File: src/rtl/formatare_iesire.sv
// Output formatter: Enigma letter pulses -> uppercase ASCII FIFO -> valid/ready byte stream for the UART.
// Define FORMATARE_GRUPE_EN to split the output into GROUP_LEN-letter groups separated by spaces.
module formatare_iesire #(
  parameter int FIFO_DEPTH = 16,
  parameter int GROUP_LEN  = 5
) (
  input  logic                          clk,
  input  logic                          rst_n,
  input  logic                          clear,
  input  logic                          valid_in,
  input  logic [4:0]                    char_in,
  output logic                          tx_valid,
  output logic [7:0]                    tx_data,
  input  logic                          tx_ready,
  output logic                          fifo_full,
  output logic                          overflow,
  output logic [$clog2(FIFO_DEPTH):0]   count
);

  localparam int AW = $clog2(FIFO_DEPTH);
  localparam logic [AW:0] DEPTH_C = (AW+1)'(FIFO_DEPTH);

  if (FIFO_DEPTH < 4 || (FIFO_DEPTH & (FIFO_DEPTH - 1)) != 0) begin : g_depth_chk
    $error("FIFO_DEPTH must be a power of two and at least 4");
  end
  if (GROUP_LEN < 1 || GROUP_LEN > 31) begin : g_glen_chk
    $error("GROUP_LEN must be in 1..31");
  end

  typedef enum logic {OUT_EMPTY, OUT_HOLD} out_state_e;

  logic [7:0]    mem_q [FIFO_DEPTH];
  logic [AW-1:0] wr_ptr_q, wr_ptr_d;
  logic [AW-1:0] rd_ptr_q, rd_ptr_d;
  logic [AW:0]   count_q, count_d;
  out_state_e    state_q, state_d;
  logic [7:0]    data_q, data_d;
  logic          overflow_q, overflow_d;
  logic [7:0]    wr_data;
  logic          wr_en;
  logic          push_req, push_ok, pop, load_en, fifo_empty, full, insert_space;

`ifdef FORMATARE_GRUPE_EN
  localparam logic [4:0] GRP_C = 5'(GROUP_LEN);
  logic [4:0] grp_cnt_q, grp_cnt_d;
`endif

  // Full/empty are judged on occupancy at the start of the cycle, so a push while full drops even if a pop happens too.
  always_comb begin
    push_req   = valid_in && (char_in <= 5'd25);
    full       = (count_q == DEPTH_C);
    fifo_empty = (count_q == '0);
    push_ok    = push_req && !full;
    wr_data    = 8'h41 + {3'b000, char_in};
    load_en    = (state_q == OUT_EMPTY) || tx_ready;
`ifdef FORMATARE_GRUPE_EN
    insert_space = load_en && !fifo_empty && (grp_cnt_q == GRP_C);
`else
    insert_space = 1'b0;
`endif
    pop = load_en && !fifo_empty && !insert_space;
  end

  always_comb begin
    wr_ptr_d   = wr_ptr_q;
    rd_ptr_d   = rd_ptr_q;
    count_d    = count_q;
    state_d    = state_q;
    data_d     = data_q;
    overflow_d = overflow_q;
    wr_en      = 1'b0;
`ifdef FORMATARE_GRUPE_EN
    grp_cnt_d  = grp_cnt_q;
`endif
    if (clear) begin
      wr_ptr_d   = '0;
      rd_ptr_d   = '0;
      count_d    = '0;
      state_d    = OUT_EMPTY;
      overflow_d = 1'b0;
`ifdef FORMATARE_GRUPE_EN
      grp_cnt_d  = '0;
`endif
    end else begin
      if (push_ok) begin
        wr_en    = 1'b1;
        wr_ptr_d = wr_ptr_q + 1'b1;
      end
      if (push_req && full) begin
        overflow_d = 1'b1;
      end
      if (pop) begin
        rd_ptr_d = rd_ptr_q + 1'b1;
      end
      count_d = count_q + (AW+1)'(push_ok) - (AW+1)'(pop);
      // A space holds the pending letter back in the FIFO; it loads at the next opportunity.
      if (load_en) begin
        if (insert_space) begin
          data_d  = 8'h20;
          state_d = OUT_HOLD;
`ifdef FORMATARE_GRUPE_EN
          grp_cnt_d = '0;
`endif
        end else if (pop) begin
          data_d  = mem_q[rd_ptr_q];
          state_d = OUT_HOLD;
`ifdef FORMATARE_GRUPE_EN
          grp_cnt_d = grp_cnt_q + 5'd1;
`endif
        end else begin
          state_d = OUT_EMPTY;
        end
      end
    end
  end

  always_ff @(posedge clk) begin
    if (!rst_n) begin
      wr_ptr_q   <= '0;
      rd_ptr_q   <= '0;
      count_q    <= '0;
      state_q    <= OUT_EMPTY;
      data_q     <= 8'h00;
      overflow_q <= 1'b0;
`ifdef FORMATARE_GRUPE_EN
      grp_cnt_q  <= '0;
`endif
    end else begin
      wr_ptr_q   <= wr_ptr_d;
      rd_ptr_q   <= rd_ptr_d;
      count_q    <= count_d;
      state_q    <= state_d;
      data_q     <= data_d;
      overflow_q <= overflow_d;
`ifdef FORMATARE_GRUPE_EN
      grp_cnt_q  <= grp_cnt_d;
`endif
    end
  end

  always_ff @(posedge clk) begin
    if (wr_en) begin
      mem_q[wr_ptr_q] <= wr_data;
    end
  end

  assign tx_valid  = (state_q == OUT_HOLD);
  assign tx_data   = data_q;
  assign fifo_full = full;
  assign overflow  = overflow_q;
  assign count     = count_q;

endmodule

File: config.mk
export PLATFORM = sky130hd
export DESIGN_NAME = formatare_iesire
export DESIGN_NICKNAME = d
export VERILOG_FILES = /design/src/rtl/formatare_iesire.sv
export SDC_FILE = /design/constraint.sdc
export NUM_CORES = 1
export LEC_CHECK = 0
export CAP_MARGIN = 20
export CELL_PAD_IN_SITES_DETAIL_PLACEMENT = 0
export CELL_PAD_IN_SITES_GLOBAL_PLACEMENT = 1
export CORE_ASPECT_RATIO = 2
export CORE_MARGIN = 10
export CORE_UTILIZATION = 51
export CTS_CLUSTER_SIZE = 16
export DETAILED_ROUTE_END_ITERATION = 8
export PLACE_DENSITY_LB_ADDON = 0.1
export SKIP_LAST_GASP = 1
export SLEW_MARGIN = 20
export SYNTH_ARGS = -nofsm -noshare
export SYNTH_HDL_FRONTEND = slang
export SYNTH_SLANG_ARGS = --single-unit
File: constraint.sdc
create_clock -name clk -period 4.35 [get_ports clk]
set_clock_uncertainty 0.1 [all_clocks]
set_input_delay 0.87 -clock clk [delete_from_list [all_inputs] [get_ports clk]]
set_output_delay 0.87 -clock clk [all_outputs]
set_load 0.02 [all_outputs]
Yosys cells after proc, flatten, opt, wreduce, memory -nomap -nowiden
Memory sizes are Yosys's and may differ from the RTL's. A register that Yosys moved wholly into a read port is not among the register bits. Index checks and enable logic that the tools add are counted.

Reductions and logical operators: 11. Eq/ne operators: 1. $add $sub $neg: 5. Muxes and demuxes: 5. Bitwise gates (word level): 3. Order comparisons: 1.

Operators by type and width (count): 4-bit by 1-bit adder with 4-bit output, second input constant (2); 7-bit by 5-bit adder with 8-bit output, first input constant (1); 5-bit by 1-bit adder with 5-bit output (1); 5-bit == test, second input constant (1); 5-bit <= comparator, second input constant (1); 5-bit logical NOT (1); 1-bit two-way mux (5); 5-bit by 1-bit subtractor with 5-bit output (1); 1-bit logical AND (4); 1-bit logical NOT (3); 1-bit inverter (3); 3-bit AND reduction (1); 2-bit OR reduction (1); 1-bit logical OR (1).

RAM bits: 128. Memories kept: 1. Word-level logic and storage cells: 32. Input bits: 10. Output and inout port bits: 16. Register bits after elaboration: 15.

Memories: mem_q (words 16, width 8, rd ports 1, clocked after Yosys merged registers in 1, wr ports 1, RTL line 32) `logic [7:0] mem_q [FIFO_DEPTH];`.

Longest topological paths before layout
Word-level depth: 7. Depth in mapped cells: 14.

Least setup slack after synthesis
Ideal clock, no wire load.

Path type: input -> register. From: input char_in[1]. To: register count_q[4] (netlist: count[4]). Stages: 14. Path buffers: 1. Data required time: 4.179 ns. Arrival: 3.259 ns. Setup slack: 0.920 ns. Library setup time: 0.071 ns. Cells stage by stage: inv_1 > ha_1 > o21ba_1 > o21bai_1 > nand3_1 > clkbuf_1 > ha_1 > inv_1 > ha_1 > fa_1 > a21oi_1 > nor2_1 > or3_1 > a21oi_1.

Longest elaborated chain between the ends: 5.

RTL lines: from (decl) (RTL line 11) `input logic [4:0] char_in,`; 5-bit <= comparator (RTL line 50) `push_req = valid_in && (char_in <= 5'd25);`; 1-bit logical AND (RTL line 50); 1-bit logical AND (RTL line 53) `push_ok = push_req && !full;`; 5-bit by 1-bit adder with 5-bit output (RTL line 95) `count_d = count_q + (AW+1)'(push_ok) - (AW+1)'(pop);`; 5-bit by 1-bit subtractor with 5-bit output (RTL line 95); to (signal assigned) (RTL line 131) `count_q <= count_d;`; to (decl) (RTL line 35) `logic [AW:0] count_q, count_d;`.

Every way passes these cells. A chain may end at the register's enable or synchronous reset.

Final worst setup path
From: input char_in[0]. To: register count_q[4] (netlist: count[4]).

Same word-level chain as after synthesis.

==> qor_table.md <==
| Quantity | This run |
|:---|:---|
| Required time of the worst setup path | 4.58 ns |
| Post-layout instance area | 0.00622 sq mm |
| Number of register bits inferred by synthesis | 118 |
| Max Cap Violations | 0 |
| Share of final-layout standard cells stronger than drive strength 1 | 0.172 |
| Count of instances resized after the clock tree is built | 0 |
| Ports | 26 |
| Layout fillers | 713 |
| # Post-CTS Setup Buffers | 0 |
| Total Nets Final | 371 |
| Yosys warning total | 0 |
| Smallest hold slack | 0.346 ns |
| Clock tree root buffer cell | clkbuf_16 |
| Main synth FF type | edfxtp_1 |
| Final HPWL from detailed placement | 6770 microns |
| Run status | finished clean |
| Total wirelength of the detailed-routed design | 9680 microns |
| Synth top area share | 0.564 |
| Cts bufs inserted | 17 |
| Wire length per cell after detailed routing | 19.7 microns |
| Vert. Die Dim | 162 microns |
| DRC viols | 0 |
| Core Rows | 51 |
| Wire length of the first global-routing pass | 15600 microns |
| LEAKAGE | 2.14 nW |
| Instance area at placement | 0.00551 sq mm |
| Source of the worst hold timing path | tx_data[6]$_SDFFE_PN0P_ |
| Count of hold buffers inserted by post-cts repair | 0 |
| Launch point of the worst reg-to-reg path | count[3]$_SDFF_PP0_ |
| Start point of the critical path | char_in[0] |
| Post-route clock period utilization | 0.826 |
| TritonCTS clock tree | yes |
| Synthesized area per cell | 16.9 sq um |
| Arrival @ worst endpoint | 3.83 ns |
| Crit-path max FO | 5 |
| Pwr per Cell Area | 577 mW/mm^2 |
| Initial Util | 0.524 |
| Vias per cell | 5.40 |
| Type of element capturing the critical path | flip-flop |
| Clock-pin slew of the registers on the worst-case setup and hold paths | 0.05 ns |
| Clock network latency to the later pin of the worst-skew pair | 0.41 ns |
| Mapped Cells | 302 |
| Via Count | 2657 |
| Diodes inserted | 0 |
| Antenna violations before repair | 0 |
| Number of library cell types mapped by synthesis | 50 |
| Sequential share of the synthesized area | 0.650 |
| Pin count of the biggest net entering global routing | 27 |
| Number of sinks on the clock net | 118 |
| Share of the core filled with cells in the final layout | 0.637 |
| Quantity of I/O buffers inserted on ports | 24 |
| CTS max path bufs | 2 |
| Most area-hungry cell type in the Yosys netlist | edfxtp_1 |
| Setup-failing EPs final | 0 |
| Critical path class | input port to flip-flop |
| Setup TNS Final | 0 ns |
| Setup repair after global routing missed its margin | no |
| Final worst-path setup slack | 0.756 ns |
| Hold Path Class | flip-flop to flip-flop |
| Overall fraction of global-route tracks in use | 0.142 |
| 1st-pass router iterations | 4 |
| Final Slew Violations | 0 |
| Number of hold violations in the final report | 0 |
| Maximum operating frequency | 278 MHz |
| Initial DRC Count | 240 |
| Final weighted congestion in routability-driven placement | 0.766 |
| Rel. slew slack | 0.422 |
| Min Tclk post-route | 3.59 ns |
| Synthesized net count | 326 |
| Final antenna-violating net count | 0 |
| Kind of start point of the critical path | input port |
| Syn-to-layout area delta | 21.6% |
| Die area | 0.0147 sq mm |
| Area contributors post-synth | edfxtp_1 56%, mux4_1 9.2%, dfxtp_1 8.6% |
| Worst Max-Slew Pin Slew | 0.866 ns |
| Minimum setup slack after placement | 0.309 ns |
| Post-synth ARST share | 0 |
| GRT Residual Overflow | 0 |
| Max rail drop VDD | 0.447 mV |
| EDFF count, synth | 96 |
| Via count of the first global-routing pass | 2812 |
| Deepest level of the CTS H-tree | 4 |
| Summed instance area of the synthesized netlist | 0.00511 sq mm |
| Area of the core | 0.00976 sq mm |
| Die X | 90.8 microns |
[layer usage]
layer / part of all wire / vias to the layer above / wire, microns / GRT usage
met5: 0 / - / 0 / 0
met4: 0.023 / 0 / 226 / 0.0688
met3: 0.042 / 13 / 408 / 0.0483
met2: 0.57 / 50 / 5490 / 0.256
met1: 0.37 / 1315 / 3560 / 0.141
li1: - / 1279 / - / -
[area by class of cell]
cell class | count | area (sq um) | area share
clock buffers | 18 | 429 | 0.0690
clock inverters | 14 | 279 | 0.0449
inverters | 13 | 48.8 | 0.00785
multi-input cells | 154 | 1590 | 0.256
flip-flops and latches | 118 | 3320 | 0.535
well taps | 132 | 165 | 0.0266
repair buffers | 43 | 383 | 0.0616
[synth_stat cells, types with 3 or more instances]
cell       n
ha_1      13
mux4_2     6
o22ai_1    6
clkbuf_1   5
buf_6      4
a31o_1     6
inv_1     11
nor3_1     8
nor4_1     4
nand2_1    6
xnor2_1    5
nand2b_1   6
nand4_1    3
xor2_1     4
dfxtp_1   22
mux4_1    18
mux2i_1   16
nand3b_1   4
and2_1     3
nand3_1    6
edfxtp_1  96
nor2_1    14
a21oi_1    5
[registers in the layout, indices dropped and copies added, names as in the netlist]
register,flops
mem_q,96
tx_data,7
count,5
rd_ptr_q,4
wr_ptr_q,4
overflow,1
tx_valid,1
[critical path: stages]
cell	delay (ns)
clkdlybuf4s50_1	0.55
ha_1	0.17
o21ba_1	0.15
o21bai_1	0.29
nand3_1	0.17
ha_1	0.30
inv_1	0.04
ha_1	0.19
fa_1	0.41
a21oi_1	0.15
nor2_1	0.06
or3_1	0.34
a21oi_1	0.14
[logic make-up after synthesis]
family                   Yosys count  synth area share
other                              1          0.000733
AND/OR/NAND/NOR                   65            0.0737
buffers and inverters             30            0.0399
multiplexers                      40             0.150
flip-flops                       118             0.650
adder cells (fa/ha/maj)           14            0.0357
XOR/XNOR                           9            0.0154
AO/OA/AOI/OAI                     25            0.0345
[placed cells by master, fill, tap and decap left out, types with 2 or more instances in the layout]
| cell type | count |
|---|---|
| nand4_1 | 3 |
| mux2i_1 | 16 |
| buf_4 | 19 |
| a21oi_1 | 5 |
| dfxtp_1 | 22 |
| mux4_1 | 18 |
| xnor2_1 | 5 |
| nor2_1 | 13 |
| nand3b_1 | 4 |
| o22ai_1 | 6 |
| ha_1 | 13 |
| clkbuf_16 | 17 |
| nor3_1 | 8 |
| clkinvlp_4 | 4 |
| a31o_1 | 6 |
| xor2_1 | 4 |
| and2_1 | 3 |
| mux4_2 | 6 |
| nand2_1 | 6 |
| o21ba_1 | 2 |
| bufinv_16 | 8 |
| inv_1 | 11 |
| nor4_1 | 4 |
| edfxtp_1 | 96 |
| nand2b_1 | 6 |
| nand3_1 | 6 |
| clkinv_1 | 2 |
| clkdlybuf4s50_1 | 24 |
[power by group]
| part | leakage [nW] | total (W) | switching, W | internal (W) |
|---|---|---|---|---|
| clock network | 0.330 | 0.00166 | 0.000479 | 0.00118 |
| registers | 1.04 | 0.00135 | 0.0000659 | 0.00128 |
| logic | 0.771 | 0.000574 | 0.000298 | 0.000276 |
| total | 2.14 | 0.00359 | 0.000842 | 0.00274 |
[through the flow]
step / total power [W] / cells
final: 0.00359 / 492
after detailed placement: 0.00195 / 460
after CTS: 0.00362 / 492
after floorplan: 0.00181 / 302
after global routing: 0.00374 / 492
after global placement: 0.00195 / 460
[final timing paths]
check / slack, ns / to / cells past startpoint
worst max-delay path: 0.76 / count[4]$_SDFF_PP0_ / 13
worst min-delay path: 0.35 / tx_data[6]$_SDFFE_PN0P_ / 2
worst max register to register: 1.04 / count[4]$_SDFF_PP0_ / 12
worst min register to register: 0.35 / tx_data[6]$_SDFFE_PN0P_ / 2
(Power assumes the default switching activity.)
